$ cat config.mk
export PLATFORM = sky130hd
export DESIGN_NAME = seq_detect_param
export DESIGN_NICKNAME = d
export VERILOG_FILES = /design/src/rtl/seq_det_pkg.sv /design/src/rtl/seq_sat_counter.sv /design/src/rtl/seq_detect_param.sv
export SDC_FILE = /design/constraint.sdc
export NUM_CORES = 1
export LEC_CHECK = 0
export ABC_AREA = 1
export BUFFER_PORTS_ARGS = -buffer_cell sky130_fd_sc_hd__buf_2
export CORE_UTILIZATION = 48
export DETAILED_ROUTE_END_ITERATION = 7
export PLACE_DENSITY_LB_ADDON = 0.12
export SYNTH_ARGS = -nofsm -noshare
export SYNTH_HDL_FRONTEND = slang
export SYNTH_SLANG_ARGS = --single-unit
$ cat constraint.sdc
create_clock -name clk -period 2.2 [get_ports clk]
set_input_delay 0.44 -clock clk [delete_from_list [all_inputs] [get_ports clk]]
set_output_delay 0.44 -clock clk [all_outputs]
set_load 0.005 [all_outputs]
$ cat src/rtl/seq_det_pkg.sv
// Shared types and defaults for the runtime-programmable pattern detector.
// Also holds the length-width helper used by detector ports.
package seq_det_pkg;

  localparam logic [7:0] DEF_PATTERN = 8'b0001_0011;
  localparam int         DEF_LEN     = 5;
  localparam logic       DEF_OVERLAP = 1'b1;

  typedef enum logic {
    ST_FILL  = 1'b0,
    ST_ARMED = 1'b1
  } det_state_t;

  function automatic int calc_len_w(input int max_len);
    return $clog2(max_len + 1);
  endfunction

endpackage

$ cat src/rtl/seq_sat_counter.sv
// Saturating up-counter with synchronous clear.
// Sticks at all-ones until cleared or reset.
module seq_sat_counter #(
  parameter int CNT_W = 8
) (
  input  logic             clk,
  input  logic             reset,
  input  logic             i_clr,
  input  logic             i_inc,
  output logic [CNT_W-1:0] o_count
);

  logic [CNT_W-1:0] r_count;

  always_ff @(posedge clk or posedge reset) begin
    if (reset) begin
      r_count <= '0;
    end else if (i_clr) begin
      r_count <= '0;
    end else if (i_inc && (r_count != '1)) begin
      r_count <= r_count + CNT_W'(1);
    end
  end

  assign o_count = r_count;

endmodule

$ cat src/rtl/seq_detect_param.sv
// Serial bit-pattern detector with runtime pattern, length and overlap.
// Registered match pulse, saturating match count and config-error pulse.
module seq_detect_param
  import seq_det_pkg::*;
#(
  parameter int                 MAX_LEN         = 8,
  parameter int                 CNT_W           = 8,
  parameter logic [MAX_LEN-1:0] DEFAULT_PATTERN = MAX_LEN'(DEF_PATTERN),
  parameter int                 DEFAULT_LEN     = DEF_LEN,
  parameter logic               DEFAULT_OVERLAP = DEF_OVERLAP,
  localparam int                LEN_W           = calc_len_w(MAX_LEN)
) (
  input  logic               clk,
  input  logic               reset,
  input  logic               cfg_load,
  input  logic [MAX_LEN-1:0] cfg_pattern,
  input  logic [LEN_W-1:0]   cfg_len,
  input  logic               cfg_overlap,
  input  logic               din_valid,
  input  logic               din,
  output logic               seq_detected,
  output logic [CNT_W-1:0]   match_count,
  output logic               cfg_err
);

  logic [MAX_LEN-1:0] r_pattern;
  logic [LEN_W-1:0]   r_len;
  logic               r_overlap;
  logic [MAX_LEN-1:0] r_hist;
  logic [LEN_W-1:0]   r_fill;
  det_state_t         r_state;
  logic               r_seq_det;
  logic               r_cfg_err;

  logic [MAX_LEN-1:0] w_hist_n;
  logic [LEN_W-1:0]   w_fill_n;
  logic [MAX_LEN-1:0] w_mask;
  logic               w_cfg_ok;
  logic               w_accept;
  logic               w_match;
  logic               w_clr;

  always_comb begin
    w_hist_n = {r_hist[MAX_LEN-2:0], din};
    w_fill_n = r_len;
    unique case (r_state)
      ST_FILL:  w_fill_n = r_fill + LEN_W'(1);
      ST_ARMED: w_fill_n = r_len;
      default:  w_fill_n = r_len;
    endcase
  end

  // Only the low r_len bits of history take part in the compare
  always_comb begin
    w_mask = '0;
    for (int i = 0; i < MAX_LEN; i++) begin
      w_mask[i] = (i < int'(r_len));
    end
  end

  assign w_cfg_ok = (cfg_len != '0) &&
                    (cfg_len <= LEN_W'(MAX_LEN));
  assign w_accept = din_valid && !cfg_load;
  assign w_match  = w_accept && (w_fill_n == r_len) &&
                    (((w_hist_n ^ r_pattern) & w_mask) == '0);
  assign w_clr    = cfg_load && w_cfg_ok;

  always_ff @(posedge clk or posedge reset) begin
    if (reset) begin
      r_pattern <= DEFAULT_PATTERN;
      r_len     <= LEN_W'(DEFAULT_LEN);
      r_overlap <= DEFAULT_OVERLAP;
      r_hist    <= '0;
      r_fill    <= '0;
      r_state   <= ST_FILL;
      r_seq_det <= 1'b0;
      r_cfg_err <= 1'b0;
    end else begin
      r_seq_det <= 1'b0;
      r_cfg_err <= 1'b0;
      if (cfg_load) begin
        if (w_cfg_ok) begin
          r_pattern <= cfg_pattern;
          r_len     <= cfg_len;
          r_overlap <= cfg_overlap;
          r_hist    <= '0;
          r_fill    <= '0;
          r_state   <= ST_FILL;
        end else begin
          r_cfg_err <= 1'b1;
        end
      end else if (din_valid) begin
        r_hist <= w_hist_n;
        if (w_match) begin
          r_seq_det <= 1'b1;
          if (r_overlap) begin
            r_fill  <= r_len;
            r_state <= ST_ARMED;
          end else begin
            r_fill  <= '0;
            r_state <= ST_FILL;
          end
        end else begin
          r_fill  <= w_fill_n;
          r_state <= (w_fill_n == r_len) ? ST_ARMED : ST_FILL;
        end
      end
    end
  end

  seq_sat_counter #(
    .CNT_W (CNT_W)
  ) u_cnt (
    .clk     (clk),
    .reset   (reset),
    .i_clr   (w_clr),
    .i_inc   (w_match),
    .o_count (match_count)
  );

  assign seq_detected = r_seq_det;
  assign cfg_err      = r_cfg_err;

endmodule
==> results by group <==
Run status
  • Status: complete, no violations

Setup path
  • Worst path required time: 2430 ps
  • CP endpoint kind: flip-flop
  • Worst path slowest cell: dfrtp_1
  • Critical Path AT: 2050 ps
  • Worst Setup Start Kind: flip-flop
  • Most used cell along the critical path: nand2_1
  • Crit Path Category: flip-flop to flip-flop
  • Max incr delay on CP: 450 ps
  • Maximum net fanout on the critical path: 9
  • CP Cell Sequence: ha_1, nand3b_1, nand2_1, nor2_2, nand3_2, nor2_8, nand3_4, clkinv_4, nand2_1, nand2_1

Logic synthesis
  • Synth Area in XOR/XNOR: 4.94%
  • Async SR Flop Fraction: 100%
  • Synth Area in Adders: 1.28%
  • Post-synth top area share: 37.2%
  • Largest family of logic cells by synthesized area: simple AND/OR/NAND/NOR gates
  • Post-synthesis simple-gate area fraction: 30.9%
  • Post-Syn Area: 1950 µm²
  • Cells after Synth: 244
  • Synth warn: 0
  • Seq/Total Area, Yosys: 45.3%
  • Main synth FF type: dfrtp_1
  • Syn_area_per_cell: 7.99 µm²
  • Post-synthesis mux area share: 4.04%
  • Post-synth EDFFs: 0
  • Area contributors post-synth: dfrtp_1 37%, nand2_1 14%, dfstp_2 8.1%, nand3_1 7.4%, inv_1 4.6%
  • Compound-Gate Fraction of Synth Area: 7.12%
  • Count leader, synth: nand2_1
  • Syn nets: 264
  • Yosys cell types: 28
  • Yosys reg bits: 35
  • Post-synth top cells: 73 x nand2_1, 29 x dfrtp_1, 29 x nand3_1, 24 x inv_1, 13 x nor2_1
  • Yosys top cell by area: dfrtp_1

Detailed routing
  • WL/cell: 11.7 µm
  • DR vias: 1670
  • Vias per std cell: 5.08
  • Drt initial violations: 118
  • Post-DRT Antenna Nets: 0
  • DRC errors left: 0
  • Routed Wire Length: 3.84 mm
  • Drt first pass iters: 4

Pwr
  • Switching Power: 0.000644 W
  • Clock share of power: 30.3%
  • Comb pwr share: 26.5%
  • Worst vdd ir: 0.451 mV
  • Share of power burned in registers: 43.2%
  • P_int: 0.00131 W
  • Pwr dens: 854 nW/µm²
  • P_leak: 1.20 nW
  • Switching share of power: 32.9%

Clocking
  • Clock root buffer: clkbuf_8
  • Post-CTS sizing: 0
  • CTS Sinks: 35
  • Clock slew at reported path FFs: 70 ps
  • Inserted Clock Buffers: 5
  • Hold_buf cts: 0
  • Worst-Skew Late Latency: 290 ps
  • CTS Buffer Depth: 2
  • CTS tree: built
  • CTS H-tree depth: 2
  • Post-CTS Repair Setup Buffers: 0

STA
  • Slew Viols, Final: 0
  • Skew final: 4.11 ps
  • Final hold vios: 0
  • TNS Setup: 0 ps
  • Period utilization: 82.6%
  • # setup viols final: 0
  • Min cycle time layout: 1820 ps
  • Slew headroom: 71.8%
  • RSZ-0062 raised after global routing: no
  • Fmax: 550 MHz
  • Worst-margin pin slew: 424 ps

Global route
  • Initial antenna violation count: 0
  • Met2 GRT Util: 28.7%
  • Met3 usage: 4.17%
  • Remaining global-route overflow: 0
  • First-pass GRT wire length: 6.57 mm
  • Global Route Usage Sum: 20.7%
  • Vias in the first global route: 1494
  • Met1 Resource Use GR: 29.4%
  • Pin count of the biggest net entering global routing: 36
  • GRT Max-Usage Layer: met1

Placement
  • PortBufs: 27
  • HPWL after detailed placement: 2.94 mm
  • RD Place Congestion: 0.952

Die
  • # IOs: 28
  • FP Rows: 22
  • Die Wd: 65.7 µm
  • Die Y: 65.7 µm
  • Starting Density: 51.7%
  • Placeable Area: 3770 µm²
  • Die area: 4320 µm²

Final layout
  • Final #Nets: 300
  • Number of diodes: 0
  • Layout cells sized above 1: 23.1%
  • Layout area overhead: 17.3%
  • Fin util: 60.7%

Job
  • Max-cap violations: 0

Min path
  • HP Class: input port to async pin
per-layer routing:
layer  vias up  wire length [µm]
met5         -                 0
met4         0               108
met3        10               185
met2        36              1630
met1       756              1920
li1        868                 -
power groups by stage:
| stage | sequential [W] | combinational (W) | clock (W) |
|---|---|---|---|
| floorplan | 0.000825 | 0.000419 | 0 |
| global placement | 0.000852 | 0.000513 | 0 |
| detailed placement | 0.000855 | 0.000516 | 0 |
| CTS | 0.000843 | 0.000520 | 0.000609 |
| global route | 0.000855 | 0.000596 | 0.000637 |
| finish | 0.000843 | 0.000519 | 0.000592 |
sequential cells by signal (all words and copies together) (netlist names):
signal         cells
u_cnt.o_count      8
r_overlap          1
r_fill             4
r_state            1
seq_detected       1
r_hist             7
r_pattern          8
cfg_err            1
r_len              4
worst max-delay path: cells and delay by family, from the launching register on:
kind / cells / cell delay, ps
fa+ha+maj: 1 / 340
simple gates: 8 / 870
buf+inv: 1 / 100
flops: 1 / 450
kinds of logic (layout without fill, tap and decap cells):
| logic type | after synthesis | in the layout |
|---|---|---|
| and+or+nand+nor | 131 | 131 |
| DFF | 35 | 35 |
| buffers and inverters | 32 | 69 |
| AOI/OAI and AO/OA | 26 | 26 |
| xor gates and xnor gates | 11 | 11 |
| muxes | 7 | 7 |
| adders and majority gates | 2 | 2 |
layout by cell type (no fill, tap or decap), types with 3 or more instances in the layout:
cell	instances
nor2_2	3
xor2_1	9
buf_4	5
dfrtp_1	29
nand3_1	29
buf_2	27
dfstp_2	6
inv_1	24
nand2_1	73
nand4_1	7
o22ai_1	5
inv_2	4
mux2_2	7
nor2_1	13
clkbuf_8	6
o21ai_0	11
a21oi_1	7
layout make-up:
| cell class | count | area (µm²) |
|---|---|---|
| flip-flops and latches | 35 | 883 |
| well taps | 48 | 60.1 |
| clock buffers | 6 | 82.6 |
| fillers | 340 | 1480 |
| clock inverters | 2 | 35.0 |
| inverters | 29 | 114 |
| repair buffers | 32 | 173 |
| multi-input cells | 177 | 941 |
per-stage QoR:
stage                     cell area (µm²)  instances  setup slack, ps  hold WS (ps)  total power, W
after floorplan                      1950        244              553           446         0.00124
after global placement               2170        321              465           464         0.00136
after detailed placement             2170        321              399           463         0.00137
after CTS                            2290        329              390           233         0.00197
after global routing                 2290        329              245           259         0.00209
final                                2290        329              383           219         0.00195
final timing paths:
check | slack (ps) | end | start | cells past startpoint
setup / recovery | 380 | u_cnt.o_count[5] | r_fill[0] | 10
hold / removal | 220 | u_cnt.o_count[4] | reset | 3
setup reg to reg | 380 | u_cnt.o_count[5] | r_fill[0] | 10
hold reg to reg | 470 | r_pattern[4] | r_pattern[4] | 2
max in group asynchronous | 1640 | r_pattern[0] | reset | 3
min in group clk | 370 | r_pattern[4] | cfg_pattern[4] | 3
Power figures use the tool's default switching activity.
